===== config.mk =====
export PLATFORM = sky130hd
export DESIGN_NAME = piso_tx_arbiter
export DESIGN_NICKNAME = d
export VERILOG_FILES = /design/src/rtl/piso_tx_arbiter.sv
export SDC_FILE = /design/constraint.sdc
export NUM_CORES = 1
export LEC_CHECK = 0
export ABC_AREA = 1
export CELL_PAD_IN_SITES_DETAIL_PLACEMENT = 0
export CELL_PAD_IN_SITES_GLOBAL_PLACEMENT = 1
export CORE_MARGIN = 10
export CORE_UTILIZATION = 40
export CTS_BUF_LIST = sky130_fd_sc_hd__clkbuf_8
export CTS_CLUSTER_SIZE = 14
export DETAILED_ROUTE_END_ITERATION = 8
export PLACE_DENSITY_LB_ADDON = 0.1
export SYNTH_ARGS = -nofsm -noshare
export SYNTH_HDL_FRONTEND = slang
export SYNTH_SLANG_ARGS = --single-unit

===== constraint.sdc =====
create_clock -name clk -period 3.3 [get_ports clk]
set_clock_uncertainty 0.15 [all_clocks]
set_input_delay 0.66 -clock clk [delete_from_list [all_inputs] [get_ports clk]]
set_output_delay 0.66 -clock clk [all_outputs]
set_load 0.005 [all_outputs]

===== src/rtl/piso_tx_arbiter.sv =====
// Two-requester round-robin scheduler feeding an MSB-first serializer.
// Programmable bit hold time, optional even parity, frame strobe.
module piso_tx_arbiter #(
  parameter int WIDTH      = 4,
  parameter int BIT_CYCLES = 1,
  parameter int PARITY_EN  = 0
) (
  input  logic             clk,
  input  logic             rst,
  input  logic             req0,
  input  logic [WIDTH-1:0] din0,
  input  logic             req1,
  input  logic [WIDTH-1:0] din1,
  output logic             gnt0,
  output logic             gnt1,
  output logic             dout,
  output logic             frame,
  output logic             busy,
  output logic             done,
  output logic             src
);

  localparam int HW = (BIT_CYCLES > 1) ? $clog2(BIT_CYCLES) : 1;
  localparam int BW = $clog2(WIDTH + 1);

  localparam logic [HW-1:0] HOLD_LAST = HW'(BIT_CYCLES - 1);
  localparam logic [BW-1:0] BIT_LAST  = BW'(WIDTH - 1);

  localparam logic [1:0] S_IDLE  = 2'd0;
  localparam logic [1:0] S_SHIFT = 2'd1;
  localparam logic [1:0] S_PAR   = 2'd2;
  localparam logic [1:0] S_DONE  = 2'd3;

  logic [1:0]       state;
  logic [WIDTH-1:0] sh;
  logic [HW-1:0]    hold;
  logic [BW-1:0]    bitc;
  logic             par;
  logic             ptr;

  logic             win;
  logic [WIDTH-1:0] cap;

  // Lone requester always wins; the pointer only breaks ties.
  always_comb begin
    win = req1;
    if (req0 && req1) win = ptr;
    cap = win ? din1 : din0;
  end

  always_ff @(posedge clk or posedge rst) begin
    if (rst) begin
      state <= S_IDLE;
      sh    <= '0;
      hold  <= '0;
      bitc  <= '0;
      par   <= 1'b0;
      ptr   <= 1'b0;
      gnt0  <= 1'b0;
      gnt1  <= 1'b0;
      dout  <= 1'b0;
      frame <= 1'b0;
      busy  <= 1'b0;
      done  <= 1'b0;
      src   <= 1'b0;
    end else begin
      gnt0 <= 1'b0;
      gnt1 <= 1'b0;
      done <= 1'b0;
      case (state)
        S_IDLE: begin
          if (req0 || req1) begin
            state <= S_SHIFT;
            sh    <= cap;
            par   <= ^cap;
            src   <= win;
            gnt0  <= ~win;
            gnt1  <= win;
            frame <= 1'b1;
            busy  <= 1'b1;
            dout  <= cap[WIDTH-1];
            hold  <= '0;
            bitc  <= '0;
          end
        end
        S_SHIFT: begin
          if (hold == HOLD_LAST) begin
            hold <= '0;
            sh   <= sh << 1;
            if (bitc == BIT_LAST) begin
              bitc <= '0;
              if (PARITY_EN != 0) begin
                state <= S_PAR;
                dout  <= par;
              end else begin
                state <= S_DONE;
                dout  <= 1'b0;
                frame <= 1'b0;
                done  <= 1'b1;
              end
            end else begin
              bitc <= bitc + BW'(1);
              dout <= sh[WIDTH-2];
            end
          end else begin
            hold <= hold + HW'(1);
          end
        end
        S_PAR: begin
          if (hold == HOLD_LAST) begin
            hold  <= '0;
            state <= S_DONE;
            dout  <= 1'b0;
            frame <= 1'b0;
            done  <= 1'b1;
          end else begin
            hold <= hold + HW'(1);
          end
        end
        S_DONE: begin
          state <= S_IDLE;
          busy  <= 1'b0;
          ptr   <= ~src;
        end
        default: begin
          state <= S_IDLE;
          busy  <= 1'b0;
          frame <= 1'b0;
          dout  <= 1'b0;
        end
      endcase
    end
  end

endmodule


# Word level (Yosys, flattened, before mapping)
# Index checks and enable logic that the tools add are counted.
[op_classes]
muxes = 35
n_eq_ne = 8
reduce_logical = 15
add_sub_neg = 2
bitwise = 2
[ops]
columns = ["op", "n"]
rows = [
  ["two-way mux 1 bit", 17],
  ["two-way mux 3 bit", 5],
  ["one-hot mux 3 bit (2 select lines)", 2],
  ["two-way mux 2 bit", 4],
  ["inequality test 2 bit, second input constant", 4],
  ["one-hot mux 2 bit (4 select lines)", 1],
  ["AND reduction 4 bit", 2],
  ["one-hot mux 1 bit (2 select lines)", 3],
  ["one-hot mux 1 bit (3 select lines)", 2],
  ["AND reduction 2 bit", 3],
  ["nonzero test 2 bit", 3],
  ["AND reduction 5 bit", 1],
  ["equality test 2 bit, second input constant", 2],
  ["two-way mux 4 bit", 1],
  ["adder 3 x 1 -> 3 bit, second input constant", 1],
  ["equality test 3 x 2 -> 1 bit, second input constant", 1],
  ["AND reduction 3 bit", 1],
  ["nonzero test 3 bit", 1],
  ["equality test 2 x 1 -> 1 bit, second input constant", 1],
  ["zero test 2 bit", 1],
  ["NOT 1 bit", 2],
  ["OR reduction 2 bit", 1],
  ["adder 1 bit, second input constant", 1],
  ["logical AND 1 bit", 1],
  ["logical OR 1 bit", 1],
]
[totals]
word_cells = 74
register_bits = 17
output_inout_bits = 7
in_bits = 12

# Depth between registers and ports, before layout
# Gate-level depths: netlist of run 1.
[logic_depth]
word_depth = 5
mapped_depth = 8
mapped_depth_nobuf = 8

# Least setup slack after synthesis of run 1
# OpenSTA, ideal clock, no wires.
[synth_timing]
path_kind = "register to register"
startpoint = "register state[0]"
endpoint = "register bitc[0]"
path_buffers = 0
synth_period_minus_slack_ns = 1.404
path_slack_ns = 1.896
arrival_time_ns = 1.135
path_stages_with_launch = 7
setup_time_ns = 0.119
required_ns = 3.031
cell_sequence = "dfrtp_1 inv_1 ha_1 inv_2 nand2_1 nand2_4 o21a_1"
[synth_via]
elab_chain_cells = 3
elab_cells_between_ends = 7
cone_classes = "eq/ne (3); mux (1); reduce/logical (3)"
[synth_rtl]
columns = ["item", "line", "text"]
rows = [
  ["start: declaration", "34", "logic [1:0] state;"],
  ["start signal: assignment", "53", "state <= S_IDLE;"],
  ["start signal: assignment", "73", "state <= S_SHIFT;"],
  ["start signal: assignment", "93", "state <= S_PAR;"],
  ["equality test 2 x 1 -> 1 bit or zero test 2 bit (tied branches)", "70", "case (state)"],
  ["inequality test 2 bit (no line) or nonzero test 2 bit (tied branches)", "-", ""],
  ["AND reduction 3 bit (no line)", "-", ""],
  ["end signal: assignment", "102", "bitc <= bitc + BW'(1);"],
  ["end: declaration", "37", "logic [BW-1:0] bitc;"],
]
# Parallel ways exist; a longest one is shown, timed or not.
# A chain may end at the register's enable or synchronous reset.

# Worst setup path in the final report of run 1
[layout_timing]
startpoint = "register src"
endpoint = "output port src"
[layout_rtl]
columns = ["item", "line", "text"]
rows = [
  ["start: declaration", "20", "output logic src"],
  ["start signal: assignment", "76", "src <= win;"],
]
# No word-level cell between the ends.

==> results of run 1 <==
-- power groups by stage --
stage	clock network (mW)	logic (mW)	registers [mW]
after global routing	0.182	0.553	0.348
after global placement	0	0.485	0.338
final	0.172	0.484	0.335
after floorplan	0	0.333	0.333
after CTS	0.177	0.495	0.336
after detailed placement	0	0.490	0.339
-- final timing paths --
kind | startpoint | end
max | src$_DFFE_PP0P_ | src
min | sh[0]$_DFFE_PP0P_ | sh[0]$_DFFE_PP0P_
max reg2reg | state[1]$_DFFE_PP0P_ | dout$_DFFE_PP0P_
min reg2reg | sh[0]$_DFFE_PP0P_ | sh[0]$_DFFE_PP0P_
max in group asynchronous | rst | bitc[0]$_DFFE_PP0P_
min in group asynchronous | rst | state[0]$_DFFE_PP0P_
-- sequential cells by signal, indices dropped and copies added, names as in the netlist --
name	cells
dout	1
gnt0	1
sh	3
gnt1	1
frame	1
done	1
ptr	1
bitc	3
busy	1
state	2
src	1
-- layer usage --
metal | global-route usage [%] | wire length [µm] | vias to the layer above
met4 | 3.93 | 12 | 0
met3 | 3.18 | 131 | 2
li1 | - | - | 366
met1 | 9.88 | 810 | 303
met2 | 13.5 | 838 | 16
met5 | 0 | 0 | -
-- layout make-up --
class / count / area share, %
multi-input cells: 67 / 33.8
inverters: 21 / 6.97
well taps: 27 / 2.99
clock buffers: 4 / 4.87
flip-flops and latches: 16 / 35.4
repair buffers: 18 / 15.9
-- cells in the final DEF (no fill, tap or decap) --
cell              n
nor2_2            3
dfrtp_1          16
clkbuf_8          4
clkdlybuf4s50_1  18
o21a_1            1
nor2_1            6
nand2_2           2
o21ai_4           1
inv_2             3
inv_1            18
o21ai_1           3
nand2_1          24
nand3_1          11
a21oi_1           4
o21ai_2           2
nand2_4           2
ha_1              6
o21ai_0           2
-- metrics by stage --
| stage | util [%] | worst slack, ns | instance area (µm²) | hold WS [ns] | std cells |
|---|---|---|---|---|---|
| 3_5_place_dp | 53.2 | 1.29 | 1080 | 0.321 | 149 |
| 6_report | 55.9 | 1.37 | 1130 | 0.331 | 153 |
| 3_3_place_gp | 53.2 | 1.31 | 1080 | 0.312 | 149 |
| 5_1_grt | 55.9 | 1.33 | 1130 | 0.364 | 153 |
| 4_1_cts | 55.9 | 1.35 | 1130 | 0.337 | 153 |
| 2_1_floorplan | - | 1.90 | 870 | 0.296 | 105 |
-- kinds of logic after synthesis --
kind of cell,Yosys count,synth area share [%]
simple gates,48,25.5
buf+inv,22,9.93
flops,16,46.0
compound gates,13,9.93
fa+ha+maj,6,8.63
==> results.yml, run 1 <==
timing:
  slew_viol_final: 0
  finalSetupViolCount: 0
  setup_tns_ns: 0
  hold_violations: 0
  fmax_mhz: 518
  finalCriticalPeriod_ns: 1.93
  slew_headroom_pct: 59.0
  period_share_pct: 58.5
  worst_pin_slew_ns: 0.614
  rsz0062_at_grt: "no"
floorplanning:
  ios: 19
  start_util_pct: 43.0
  num_rows: 16
  dieArea_um2: 4440
  die_w_um: 66.6
  fp.dieH_um: 66.6
  core_region_area_um2: 2020
power:
  powerDensity_nw_per_um2: 876
  clockPowerShare_pct: 17.4
  sequentialPowerShare_pct: 33.8
  p_sw_mw: 0.387
  combPwrFrac_pct: 48.9
  leakage_nw: 0.583
  power_mw: 0.991
  swShare_pct: 39.0
  intPower_mw: 0.604
  ir_worst_vdd_uv: 446
setup_path:
  slowest_delay_ns: 0.51
  cp.arrival_ns: 1.12
  critPathTopFamily: "buffers and inverters"
  cp.required_ns: 2.49
  rr_worst_depth: 6
  worstSetupEndpointType: "output port"
  r2r_slack_ns: 1.70
  cp_max_fo: 3
  cp_slowest_cell: "clkdlybuf4s50_1"
  path_buf_inv: 1
  crit_path_cell_trace: "clkdlybuf4s50_1"
  crit_cells: 1
  cp-start-kind: "flop"
  crit_type: "flop to output port"
synthesis:
  yosysUniqueCellTypes: 17
  yosys_warnings: 0
  netlist_top_cells_count: "24 x nand2_1, 18 x inv_1, 16 x dfrtp_1"
  synthArstFlopShare_pct: 100
  yosysSeqAreaShare_pct: 46.0
  synth_area_per_cell_um2: 8.28
  ys_seq_elements: 16
  yosysMostFrequentCell: "nand2_1"
  synthFlopType: "dfrtp_1"
  synthCells: 105
  yosys-top-cells-area: "dfrtp_1 46%, nand2_1 10%, ha_1 8.6%"
  yosysTopAreaCell: "dfrtp_1"
  synth_edf_count: 0
  synth_nets: 123
  synth_top_cell_area_share_pct: 46.0
  syn_area_um2: 870
placement:
  io_buffer_count: 18
  dp_hpwl_mm: 1.42
  gp_congestion: 0.770
clock_tree:
  cts_max_level: 1
  cts.path.max_buffers: 2
  cts_hold_buf: 0
  root_buffer: "clkbuf_8"
  cts.reportedPaths.clkPinSlew_ns: 0.06
  clkSinkCount: 16
  cts_buffers: 3
  tritoncts: "done"
  postCtsSetupRepairBufs: 0
  cts_resized: 0
  clkLatencyLatePin_ns: 0.24
route:
  routed_wl_mm: 1.79
  first_pass_iters: 4
  wl_per_cell_um: 11.7
  ant_nets: 0
  vias: 687
  initialDrtViolationCount: 29
  route.detailed.drc: 0
  vias_per_cell: 4.49
global_routing:
  grt_remaining_overflow: 0
  grt_usage_pct: 8.52
  grt_pass1_wl_mm: 2.90
  antenna_found_initial: 0
  grt_max_degree: 17
  grt_pass1_vias: 640
cells_and_area:
  nFillCells: 193
  regArea_um2: 400
  nets: 145
  multiInputGateArea_um2: 383
  synthToLayoutAreaGrowth_pct: 30.1
  antenna_cells: 0
  drive_gt1_share_pct: 13.5
worst_hold_path:
  hold_path.class: "flop to flop"
  hold_depth: 2
job:
  drv_cap: 0
run_status:
  outcome: "finished, final reports clean"
Note: power is estimated with default switching activity, not from simulation.
==> run 2, diff against run 1 <==
Settings changed: CORE_UTILIZATION 40 to 34.
Clock period 3.3 ns to 1.6 ns, I/O delays scaled along.
==> run 2 against run 1 <==
Compared with the run above:
- combinational power up 120%
- via count rose by 2.6%
- sequential share of layout area shrank 1.3 points
- total power is 110% higher
- hold slack got worse by 0.093 ns
- final area grew 3.9%
- count of clock-buffer cells in the layout fell by 1
==> results.yml, run 2 (synthesized netlist as in run 1, its figures left out) <==
global_routing:
  grt_remaining_overflow: 0
  grt_max_degree: 17
  grt_usage_pct: 8.05
  grt_pass1_wl_mm: 3.34
  grt_pass1_vias: 760
  antenna_found_initial: 0
setup_path:
  cp.arrival_ns: 1.07
  cp.required_ns: 1.13
  cp_slowest_cell: "clkdlybuf4s50_1"
  crit_type: "flop to output port"
  rr_worst_depth: 6
  path_buf_inv: 1
  crit_cells: 1
  worstSetupEndpointType: "output port"
  critPathTopFamily: "buffers and inverters"
  cp_max_fo: 1
  slowest_delay_ns: 0.50
  cp-start-kind: "flop"
  crit_path_cell_trace: "clkdlybuf4s50_1"
timing:
  slew_viol_final: 0
  slew_headroom_pct: 84.8
  worst_pin_slew_ns: 0.228
  hold_violations: 0
  finalCriticalPeriod_ns: 1.54
  setup_tns_ns: 0
  fmax_mhz: 649
  setup_slack_ns: 0.0600
  finalSetupViolCount: 0
  period_share_pct: 96.2
  rsz0062_at_grt: "no"
route:
  route.detailed.drc: 0
  vias_per_cell: 4.38
  wl_per_cell_um: 11.6
  ant_nets: 0
  routed_wl_mm: 1.86
  initialDrtViolationCount: 28
  vias: 705
  first_pass_iters: 4
floorplanning:
  start_util_pct: 35.4
  ios: 19
  fp.dieH_um: 70.6
  dieArea_um2: 4980
  num_rows: 18
  die_w_um: 70.6
  core_region_area_um2: 2450
cells_and_area:
  fin_area_um2: 1170
  nets: 151
  final_cell_mix: "24 x nand2_1, 18 x inv_1, 16 x dfrtp_1"
  top_regs: "bitc x3, sh x3, state x2"
  antenna_cells: 0
  final_util_pct: 47.9
  drive_gt1_share_pct: 17.6
  synthToLayoutAreaGrowth_pct: 35.1
  final_common_cell: "nand2_1"
worst_hold_path:
  hold_path.class: "primary input to asynchronous set/reset pin"
power:
  power_mw: 2.05
  ir_worst_vdd_uv: 887
  powerDensity_nw_per_um2: 1750
  leakage_nw: 0.637
placement:
  gp_congestion: 0.746
  pre_cts_ws_ns: -0.0562
  dp_hpwl_mm: 1.51
  place_area_um2: 1120
  io_buffer_count: 18
job:
  drv_cap: 0
clock_tree:
  clkSinkCount: 16
  cts_max_level: 1
  cts.path.max_buffers: 2
  cts_hold_buf: 0
  cts.reportedPaths.clkPinSlew_ns: 0.06
  tritoncts: "done"
  cts_buffers: 3
  root_buffer: "clkbuf_8"
  clkLatencyLatePin_ns: 0.24
run_status:
  outcome: "finished, final reports clean"
[run 2: cell type report]
cell class | count | area [µm²]
timing repair buffer | 24 | 231
inverter | 21 | 78.8
tap | 30 | 37.5
multi-input combinational | 67 | 385
clock buffer | 3 | 41.3
sequential | 16 | 400
fill | 251 | 1280
[run 2: path summary, 6_finish.rpt]
kind / startpoint / endpoint / slack, ns
max: gnt0$_DFF_PP0_ / gnt0 / 0.06
min: rst / gnt1$_DFF_PP0_ / 0.24
max reg2reg: state[0]$_DFFE_PP0P_ / src$_DFFE_PP0P_ / 0.14
min reg2reg: sh[0]$_DFFE_PP0P_ / sh[0]$_DFFE_PP0P_ / 0.33
max in group asynchronous: rst / frame$_DFFE_PP0P_ / 0.88
min in group clk: sh[0]$_DFFE_PP0P_ / sh[0]$_DFFE_PP0P_ / 0.33
[run 2: where the power goes]
group	leakage (nW)	internal, mW	total, mW	switching, mW
logic	0.414	0.497	1.08	0.581
clock network	0.0216	0.167	0.299	0.132
registers	0.202	0.581	0.674	0.0931
[run 2: per-layer routing]
metal | share of wire (%) | global-route usage, %
met1 | 48 | 9.14
met2 | 42 | 12.2
met3 | 9.7 | 3.91
met4 | 0.70 | 4.30
met5 | 0 | 0
[run 2: per-stage QoR]
| stage | hold slack, ns | instances |
|---|---|---|
| finish | 0.237 | 161 |
| global route | 0.261 | 161 |
| CTS | 0.242 | 161 |
| detailed placement | 0.319 | 158 |
| global placement | 0.312 | 158 |
| floorplan | 0.0837 | 105 |
[run 2: what timing repair did]
| action | 4_1_cts | 5_1_grt |
|---|---|---|
| endpoints found under the hold margin | 0 | 0 |
| buffers inserted | 0 | 0 |
| gates resized for setup | 1 | 4 |
| endpoints found under the setup margin | 1 | 6 |
==> run 3, diff against run 2 <==
Settings changed: CORE_UTILIZATION 34 to 38.
Clock period 1.6 ns to 1.7 ns, I/O delays scaled along.
==> run 3 against run 2 <==
Compared with the run above:
- register-to-register slack better by 0.10 ns
- via count is 0.14% higher
- global-route usage is 1.2 points higher
- flip-flop and latch count stayed put
- non-clock buffer count is 3 lower
- sequential power is 4.6% lower
- clock power is 12% higher
- sequential share of layout area is 0.52 points higher
- critical path depth stayed put
- combinational power is 9% lower
- count of clock-buffer cells in the layout is 1 higher
- largest power group unchanged
==> results.yml, run 3 (synthesized netlist as in run 1, its figures left out) <==
timing:
  finalCriticalPeriod_ns: 1.62
  slew_headroom_pct: 84.7
  finalSetupViolCount: 0
  worst_pin_slew_ns: 0.228
  rsz0062_at_grt: "no"
  period_share_pct: 95.2
  fmax_mhz: 618
  setup_tns_ns: 0
  hold_violations: 0
  slew_viol_final: 0
  setup_slack_ns: 0.0823
  holdWs_ns: 0.256
setup_path:
  cp_max_fo: 3
  path_buf_inv: 1
  crit_type: "flop to output port"
  cp_slowest_cell: "clkdlybuf4s50_1"
  crit_path_cell_trace: "clkdlybuf4s50_1"
  cp.required_ns: 1.21
  cp.arrival_ns: 1.13
  cp-start-kind: "flop"
  slowest_delay_ns: 0.51
  critPathTopFamily: "buffers and inverters"
  worstSetupEndpointType: "output port"
cells_and_area:
  top_regs: "bitc x3, sh x3, state x2"
  final_cell_mix: "24 x nand2_1, 18 x inv_1, 18 x clkdlybuf4s50_1"
  antenna_cells: 0
  synthToLayoutAreaGrowth_pct: 33.1
  nets: 148
  drive_gt1_share_pct: 16.3
  nFillCells: 220
  final_common_cell: "nand2_1"
  multiInputGateArea_um2: 385
  regArea_um2: 400
worst_hold_path:
  hold_path.class: "primary input to asynchronous set/reset pin"
clock_tree:
  postCtsSetupRepairBufs: 0
  cts_resized: 0
  cts.reportedPaths.clkPinSlew_ns: 0.07
  cts_buffers: 3
  tritoncts: "done"
  clkSinkCount: 16
  cts_hold_buf: 0
  root_buffer: "clkbuf_8"
  cts_max_level: 1
  cts.path.max_buffers: 2
  clkLatencyLatePin_ns: 0.24
power:
  power_mw: 1.96
  leakage_nw: 0.596
  powerDensity_nw_per_um2: 1700
  ir_worst_vdd_uv: 794
run_status:
  outcome: "finished, final reports clean"
placement:
  dp_hpwl_mm: 1.49
  io_buffer_count: 18
  pre_cts_ws_ns: 0.0118
  gp_congestion: 0.759
floorplanning:
  num_rows: 17
  core_region_area_um2: 2190
  dieArea_um2: 4600
  ios: 19
  start_util_pct: 39.7
  die_w_um: 67.8
  fp.dieH_um: 67.8
route:
  routed_wl_mm: 1.77
  vias: 706
  vias_per_cell: 4.50
  ant_nets: 0
  initialDrtViolationCount: 14
  first_pass_iters: 4
  wl_per_cell_um: 11.3
  route.detailed.drc: 0
global_routing:
  grt_remaining_overflow: 0
  grt_usage_pct: 9.24
  grt_max_degree: 17
  grt_pass1_wl_mm: 3.23
  antenna_found_initial: 0
  grt_pass1_vias: 742
job:
  drv_cap: 0
==> run 3: cell types whose count changed in the layout (fill, tap and decap cells not counted), sizes merged <==
cell	change
clkdlybuf4s50	+4
buf	-3
dlymetal6s2s	-3
clkbuf	+1
dlygate4sd2	-1
==> run 3: stage by stage <==
stage,instance area [µm²],cells,utilization (%)
floorplan,870,105,-
global placement,1100,153,50.2
detailed placement,1100,153,50.2
CTS,1150,157,52.7
global route,1160,157,52.8
finish,1160,157,52.8
==> run 3: area by class of cell <==
| class | instances | share of cell area (%) |
|---|---|---|
| Multi-Input combinational cell | 67 | 33.3 |
| Inverter | 21 | 6.81 |
| Clock buffer | 4 | 4.76 |
| Timing Repair Buffer | 21 | 17.5 |
| Sequential cell | 16 | 34.6 |
| Tap cell | 28 | 3.03 |
==> run 3: per-layer routing <==
layer  GRT usage, %  up-vias  wire length [µm]
li1               -      372                 -
met1           10.3      316               801
met2           15.0       16               804
met3           3.75        2               152
met4           4.52        0                16
met5              0        -                 0
==> run 3: path summary, 6_finish.rpt <==
path                                             end  cells past startpoint            startpoint  slack [ns]
worst max-delay path                             src                      1       src$_DFFE_PP0P_        0.08
worst min-delay path            state[0]$_DFFE_PP0P_                      3                   rst        0.26
worst max register to register   bitc[0]$_DFFE_PP0P_                      6  state[0]$_DFFE_PP0P_        0.24
worst min register to register     sh[0]$_DFFE_PP0P_                      2     sh[0]$_DFFE_PP0P_        0.33
max in group asynchronous        bitc[0]$_DFFE_PP0P_                      3                   rst        0.96
min in group clk                   sh[0]$_DFFE_PP0P_                      2     sh[0]$_DFFE_PP0P_        0.33
==> run 3: where the power goes <==
| group | leakage, nW | internal (mW) | switching [mW] | total, mW |
|---|---|---|---|---|
| registers | 0.202 | 0.547 | 0.0959 | 0.643 |
| logic | 0.366 | 0.458 | 0.528 | 0.986 |
| clock network | 0.0288 | 0.205 | 0.129 | 0.334 |
| total | 0.596 | 1.21 | 0.753 | 1.96 |
